`config.mk`:
```
export PLATFORM = sky130hd
export DESIGN_NAME = ram_bist_controller
export DESIGN_NICKNAME = d
export VERILOG_FILES = /design/src/rtl/ram_bist_pkg.sv /design/src/rtl/ram_bist_cmp_pipe.sv /design/src/rtl/ram_bist_controller.sv
export SDC_FILE = /design/constraint.sdc
export NUM_CORES = 1
export LEC_CHECK = 0
export BUFFER_PORTS_ARGS = -buffer_cell sky130_fd_sc_hd__buf_2
export CAP_MARGIN = 5
export CORE_AREA = 2 2 69 98
export CTS_CLUSTER_SIZE = 28
export DETAILED_ROUTE_END_ITERATION = 8
export DIE_AREA = 0 0 71 100
export HOLD_SLACK_MARGIN = 0.05
export PLACE_DENSITY = 0.78
export SKIP_CTS_REPAIR_TIMING = 1
export SYNTH_ARGS = -nofsm -noshare
export SYNTH_HDL_FRONTEND = slang
export SYNTH_HIERARCHICAL = 1
export SYNTH_SLANG_ARGS = --single-unit
```
`constraint.sdc`:
```
create_clock -name clk -period 2.82 [get_ports clk]
set_input_delay 0.141 -clock clk [delete_from_list [all_inputs] [get_ports clk]]
set_output_delay 0.141 -clock clk [all_outputs]
set_load 0.01 [all_outputs]
```
`src/rtl/ram_bist_pkg.sv`:
```
// Shared types and the expected-data generator for the RAM BIST engine.
// The generator works on a fixed 32-bit width so any DATA_W up to 32 can use it.
package ram_bist_pkg;

  typedef enum logic [2:0] {
    IDLE,
    WRITE,
    READ,
    DRAIN,
    DONE
  } state_e;

  typedef enum logic [1:0] {
    PAT_ADDR,
    PAT_INV,
    PAT_CHECKER,
    PAT_WALK1
  } pattern_e;

  localparam int unsigned EXP_W = 32;

  function automatic logic [EXP_W-1:0] exp_data(input logic [EXP_W-1:0] addr,
                                                input pattern_e pat,
                                                input int unsigned data_w);
    logic [EXP_W-1:0] mask;
    logic [EXP_W-1:0] val;
    mask = (data_w >= EXP_W) ? '1 : ((EXP_W'(1) << data_w) - EXP_W'(1));
    case (pat)
      PAT_ADDR:    val = addr;
      PAT_INV:     val = ~addr;
      PAT_CHECKER: val = addr[0] ? {(EXP_W/2){2'b10}} : {(EXP_W/2){2'b01}};
      default:     val = EXP_W'(1) << (addr % EXP_W'(data_w));
    endcase
    return val & mask;
  endfunction

endpackage

```
`src/rtl/ram_bist_cmp_pipe.sv`:
```
// Delays {valid, addr, expected} by the RAM read latency and compares with q.
// Keeps a saturating mismatch count and the address of the first mismatch.
module ram_bist_cmp_pipe
  import ram_bist_pkg::*;
#(
  parameter int unsigned DATA_W       = 8,
  parameter int unsigned ADDR_W       = 6,
  parameter int unsigned READ_LATENCY = 1,
  parameter int unsigned ERR_W        = 8
) (
  input  logic              clk,
  input  logic              rst,
  input  logic              clear_i,
  input  logic              valid_i,
  input  logic [ADDR_W-1:0] addr_i,
  input  logic [DATA_W-1:0] exp_i,
  input  logic [DATA_W-1:0] q_i,
  output logic [ERR_W-1:0]  err_count_o,
  output logic [ADDR_W-1:0] fail_addr_o
);

  logic [READ_LATENCY-1:0] valid_q;
  logic [ADDR_W-1:0]       addrPipe_q [READ_LATENCY];
  logic [DATA_W-1:0]       expPipe_q  [READ_LATENCY];
  logic [ERR_W-1:0]        err_q;
  logic [ADDR_W-1:0]       fail_q;
  logic                    seen_q;
  logic                    mismatch;

  assign mismatch = valid_q[READ_LATENCY-1] && (q_i != expPipe_q[READ_LATENCY-1]);

  always_ff @(posedge clk) begin
    if (rst) begin
      valid_q <= '0;
      for (int i = 0; i < READ_LATENCY; i++) begin
        addrPipe_q[i] <= '0;
        expPipe_q[i]  <= '0;
      end
      err_q  <= '0;
      fail_q <= '0;
      seen_q <= 1'b0;
    end else begin
      valid_q[0]    <= valid_i;
      addrPipe_q[0] <= addr_i;
      expPipe_q[0]  <= exp_i;
      for (int i = 1; i < READ_LATENCY; i++) begin
        valid_q[i]    <= valid_q[i-1];
        addrPipe_q[i] <= addrPipe_q[i-1];
        expPipe_q[i]  <= expPipe_q[i-1];
      end
      if (clear_i) begin
        err_q  <= '0;
        fail_q <= '0;
        seen_q <= 1'b0;
      end else if (mismatch) begin
        if (err_q != '1) begin
          err_q <= err_q + 1'b1;
        end
        if (!seen_q) begin
          fail_q <= addrPipe_q[READ_LATENCY-1];
          seen_q <= 1'b1;
        end
      end
    end
  end

  assign err_count_o = err_q;
  assign fail_addr_o = fail_q;

endmodule

```
`src/rtl/ram_bist_controller.sv`:
```
// Write-all / read-all / compare BIST engine for a single-port synchronous RAM.
// Write, read and control outputs are registered so the RAM sees clean signals.
module ram_bist_controller
  import ram_bist_pkg::*;
#(
  parameter int unsigned DATA_W       = 8,
  parameter int unsigned ADDR_W       = 6,
  parameter int unsigned READ_LATENCY = 1,
  parameter int unsigned ERR_W        = 8
) (
  input  logic              clk,
  input  logic              rst,
  input  logic              start,
  input  logic [1:0]        pattern,
  output logic [DATA_W-1:0] data,
  output logic [ADDR_W-1:0] write_addr,
  output logic [ADDR_W-1:0] read_addr,
  output logic              w,
  input  logic [DATA_W-1:0] q,
  output logic              busy,
  output logic              done,
  output logic              pass,
  output logic [ERR_W-1:0]  err_count,
  output logic [ADDR_W-1:0] fail_addr
);

  localparam int unsigned DRAIN_W = 2;

  state_e             state_q, state_d;
  pattern_e           pat_q, pat_d;
  logic [ADDR_W-1:0]  addr_q, addr_d;
  logic [DRAIN_W-1:0] drainCnt_q, drainCnt_d;
  logic [DATA_W-1:0]  data_q, data_d;
  logic [ADDR_W-1:0]  writeAddr_q, writeAddr_d;
  logic [ADDR_W-1:0]  readAddr_q, readAddr_d;
  logic               w_q, w_d;
  logic               pass_q, pass_d;
  logic               cmpClear;
  logic               rdValid;
  logic [DATA_W-1:0]  rdExp;
  logic               addrLast;

  function automatic logic [DATA_W-1:0] patData(input logic [ADDR_W-1:0] a, input pattern_e p);
    logic [EXP_W-1:0] full;
    full = exp_data(EXP_W'(a), p, DATA_W);
    return full[DATA_W-1:0];
  endfunction

  always_ff @(posedge clk) begin
    if (rst) begin
      state_q     <= IDLE;
      pat_q       <= PAT_ADDR;
      addr_q      <= '0;
      drainCnt_q  <= '0;
      data_q      <= '0;
      writeAddr_q <= '0;
      readAddr_q  <= '0;
      w_q         <= 1'b0;
      pass_q      <= 1'b0;
    end else begin
      state_q     <= state_d;
      pat_q       <= pat_d;
      addr_q      <= addr_d;
      drainCnt_q  <= drainCnt_d;
      data_q      <= data_d;
      writeAddr_q <= writeAddr_d;
      readAddr_q  <= readAddr_d;
      w_q         <= w_d;
      pass_q      <= pass_d;
    end
  end

  always_comb begin
    state_d     = state_q;
    pat_d       = pat_q;
    addr_d      = addr_q;
    drainCnt_d  = drainCnt_q;
    data_d      = data_q;
    writeAddr_d = writeAddr_q;
    readAddr_d  = readAddr_q;
    w_d         = 1'b0;
    pass_d      = pass_q;
    cmpClear    = 1'b0;
    rdValid     = 1'b0;
    rdExp       = patData(addr_q, pat_q);
    addrLast    = (addr_q == '1);

    case (state_q)
      IDLE: begin
        if (start) begin
          pat_d       = pattern_e'(pattern);
          state_d     = WRITE;
          addr_d      = '0;
          w_d         = 1'b1;
          writeAddr_d = '0;
          data_d      = patData('0, pattern_e'(pattern));
          cmpClear    = 1'b1;
          pass_d      = 1'b0;
        end
      end
      WRITE: begin
        if (addrLast) begin
          state_d    = READ;
          addr_d     = '0;
          readAddr_d = '0;
        end else begin
          addr_d      = addr_q + 1'b1;
          w_d         = 1'b1;
          writeAddr_d = addr_q + 1'b1;
          data_d      = patData(addr_q + 1'b1, pat_q);
        end
      end
      READ: begin
        rdValid = 1'b1;
        if (addrLast) begin
          state_d    = DRAIN;
          drainCnt_d = DRAIN_W'(READ_LATENCY);
        end else begin
          addr_d     = addr_q + 1'b1;
          readAddr_d = addr_q + 1'b1;
        end
      end
      // Counting down from READ_LATENCY to zero gives one cycle beyond the pipe
      // depth, so the last compare has landed in err_count before pass samples it.
      DRAIN: begin
        if (drainCnt_q == '0) begin
          state_d = DONE;
          pass_d  = (err_count == '0);
        end else begin
          drainCnt_d = drainCnt_q - 1'b1;
        end
      end
      DONE: begin
        state_d = IDLE;
      end
      default: begin
        state_d = IDLE;
      end
    endcase
  end

  ram_bist_cmp_pipe #(
    .DATA_W      (DATA_W),
    .ADDR_W      (ADDR_W),
    .READ_LATENCY(READ_LATENCY),
    .ERR_W       (ERR_W)
  ) u_cmp_pipe (
    .clk        (clk),
    .rst        (rst),
    .clear_i    (cmpClear),
    .valid_i    (rdValid),
    .addr_i     (addr_q),
    .exp_i      (rdExp),
    .q_i        (q),
    .err_count_o(err_count),
    .fail_addr_o(fail_addr)
  );

  assign data       = data_q;
  assign write_addr = writeAddr_q;
  assign read_addr  = readAddr_q;
  assign w          = w_q;
  assign pass       = pass_q;
  assign busy       = (state_q == WRITE) || (state_q == READ) || (state_q == DRAIN);
  assign done       = (state_q == DONE);

endmodule

```
==> results.py <==
metrics = {
    "final_layout": {
        "design_area_sq_um": 3920,
        "area_delta_synth_final_pct": 13.4,
        "post-route-util_pct": 61.7,
        "diodes": 0,
        "drive_above_1_share_pct": 19.3,
        "stdcell_count": 530,
        "regArea_sq_um": 1300,
        "multi_input_area_sq_um": 1940,
        "final_nets": 476,
        "fillers": 557,
    },
    "sta": {
        "fin_crit_sh_pct": 87.8,
        "period_minus_slack_ps": 2480,
        "fin_setup_tns_ps": 0,
        "fmax_mhz": 404,
        "rsz0062_at_grt": "no",
        "setup_violations": 0,
        "max_slew_margin_pct": 20.3,
        "skew_ps": 8.04,
        "hold_violations": 0,
        "worst_pin_slew_ps": 1190,
        "finalMaxSlewViolations": 0,
    },
    "drt": {
        "ant_nets": 0,
        "vias": 3145,
        "dr.first_iter.drc_count": 141,
        "wl_met3_um": 462,
        "wl_met1_um": 3480,
        "drc": 0,
        "met2_length_um": 3970,
        "wl_per_cell_um": 15.3,
        "routed_wl_um": 8110,
        "dr.max_layer_used": "met4",
        "dr.pass1.iters": 5,
        "routed_via_density": 5.93,
    },
    "synth": {
        "synth_edf_count": 0,
        "ys_types": 65,
        "synth_cells": 416,
        "seq_area_frac_synth_pct": 37.7,
        "synth.avg_cell_area_sq_um": 8.31,
        "ys_warn_count": 6,
        "ys.flop_type": "dfxtp_1",
        "synth_most_common_cell": "dfxtp_1",
        "ys_ff_latch": 65,
        "synthTopCellsByCount": "dfxtp_1 (65), nand2_1 (38), a21oi_1 (33)",
        "synth_top_cell_by_area": "dfxtp_1",
        "synth_nets": 440,
        "syn_area_sq_um": 3460,
        "yosysTopAreaCellShare_pct": 37.7,
        "synthTopCellsByArea": "dfxtp_1 (38%), a21oi_1 (4.8%), nand2_1 (4.1%)",
        "ys_async_sr_fraction_pct": 0,
    },
    "pwr": {
        "pwr_density_cell_nw_per_um2": 519,
        "p_leak_nw": 1.59,
        "ir_drop_uv": 380,
    },
    "floorplanning": {
        "core_sq_um": 6350,
        "start_util_pct": 54.4,
        "pin_count": 51,
        "die_y_um": 100,
        "die-area_sq_um": 7100,
        "rows": 35,
        "die_w_um": 71,
    },
    "setup_path": {
        "cp-start-kind": "register",
        "rrSetupSlack_ps": 340,
        "r2r_cells": 6,
        "cp.arrival_ps": 2770,
        "cp_max_fo": 20,
        "reg2reg_from": "state_q[1]$_SDFFE_PP0P_",
        "worstSetupPathType": "reg -> reg",
        "end_kind": "register",
        "crit_required_ps": 3120,
        "r2r_end": "u_cmp_pipe/err_count_o[0]$_SDFFE_PP0P_",
    },
    "global_routing": {
        "grt_pass1_wl_um": 13400,
        "grt_antenna_before_repair": 0,
        "grt_max_degree": 34,
        "grt_pass1_vias": 2855,
        "overflow": 0,
        "track_usage_pct": 23.3,
    },
    "placed_design": {
        "placed_area_sq_um": 3690,
        "port_buffers": 50,
        "dp_cells": 514,
        "hpwlAfterDp_um": 5710,
        "gp_congestion": 0.890,
    },
    "hold_path": {
        "hold_start": "pattern[0]",
        "worstHoldPathCells": 3,
        "hp-class": "in -> reg",
        "hold_end": "pat_q[0]$_SDFFE_PP0P_",
    },
    "run_status": {
        "status": "completed",
    },
    "cts": {
        "clock-sinks": 65,
        "tritoncts": "yes",
        "clk_pin_slew_worst_paths_ps": 70,
        "clockBufferDepth": 2,
        "cts_htree_levels": 3,
        "cts-root-buf": "clkbuf_8",
        "worstSkewPairLatency_ps": 340,
        "numCtsBuffers": 9,
    },
    "flow_run": {
        "max_cap_viol_count": 0,
    },
}
==> power by group <==
group | switching (mW) | leakage, nW | internal, mW
combinational | 0.145 | 0.948 | 0.0867
sequential | 0.0216 | 0.528 | 0.945
clock | 0.335 | 0.112 | 0.498
total | 0.501 | 1.59 | 1.53
==> worst max-delay path by stage <==
stage,startpoint,cells past startpoint,slack (ps),endpoint
2_1_floorplan,state_q[0]$_SDFFE_PP0P_,9,800,u_cmp_pipe/err_count_o[3]$_SDFFE_PP0P_
6_report,state_q[1]$_SDFFE_PP0P_,6,340,u_cmp_pipe/err_count_o[0]$_SDFFE_PP0P_
3_5_place_dp,state_q[1]$_SDFFE_PP0P_,6,390,u_cmp_pipe/err_count_o[7]$_SDFFE_PP0P_
4_1_cts,state_q[1]$_SDFFE_PP0P_,6,370,u_cmp_pipe/err_count_o[7]$_SDFFE_PP0P_
3_3_place_gp,addr_q[0]$_SDFFE_PP0P_,6,490,data[7]$_SDFFE_PP0P_
5_1_grt,state_q[1]$_SDFFE_PP0P_,6,90,u_cmp_pipe/err_count_o[1]$_SDFFE_PP0P_
==> registers in the layout (all words and copies together) (netlist names), 2 cells and up <==
register	cells
u_cmp_pipe/expPipe_q	8
pat_q	2
addr_q	6
data	8
read_addr	6
write_addr	6
u_cmp_pipe/addrPipe_q	6
u_cmp_pipe/fail_addr_o	6
state_q	3
drainCnt_q	2
u_cmp_pipe/err_count_o	8
==> through the flow <==
| step | power, mW | worst slack (ps) | hold slack (ps) |
|---|---|---|---|
| after floorplan | 1.15 | 802 | 213 |
| after global placement | 1.21 | 492 | 401 |
| after detailed placement | 1.21 | 387 | 400 |
| after CTS | 2.04 | 371 | 34.7 |
| after global routing | 2.11 | 85.3 | 89.8 |
| final | 2.03 | 343 | 65.2 |
==> kinds of logic (layout without fill, tap and decap cells) <==
family / Yosys count / count (layout) / synth area share [%]
AO/OA/AOI/OAI: 116 / 116 / 23.6
XOR/XNOR: 11 / 11 / 2.79
adder cells (fa/ha/maj): 11 / 11 / 3.98
buffers and inverters: 47 / 87 / 6.23
flip-flops: 65 / 65 / 37.7
multiplexers: 2 / 2 / 0.615
AND/OR/NAND/NOR: 164 / 164 / 25.1
==> routing by layer <==
| layer | GRT usage [%] | vias up |
|---|---|---|
| met5 | 0 | - |
| met4 | 10.6 | 0 |
| met3 | 5.72 | 16 |
| met2 | 37.3 | 111 |
| met1 | 29.6 | 1437 |
| li1 | - | 1581 |
==> area by class of cell <==
| class | count | area share, % |
|---|---|---|
| clock buffer | 13 | 4.57 |
| tap | 74 | 2.36 |
| clock inverter | 2 | 0.894 |
| timing repair buffer | 56 | 7.60 |
| multi-input combinational | 304 | 49.5 |
| sequential | 65 | 33.2 |
| inverter | 16 | 1.85 |
==> critical path, stage by stage, from the launching register on <==
cell	delay, ps
dfxtp_1	610
or4b_4	350
clkinv_8	130
nor2_1	920
nand2_1	130
a21oi_1	160
a31o_2	110
==> cell usage in the layout (no fill, tap or decap), types with 11 or more instances in the layout <==
master / instances
dfxtp_1: 65
buf_2: 50
nand2_1: 38
a21oi_1: 33
nor2_1: 30
nand3_1: 26
nor2b_1: 22
inv_1: 15
clkbuf_8: 13
ha_1: 11
No activity file was read; power rests on OpenSTA's default activity.
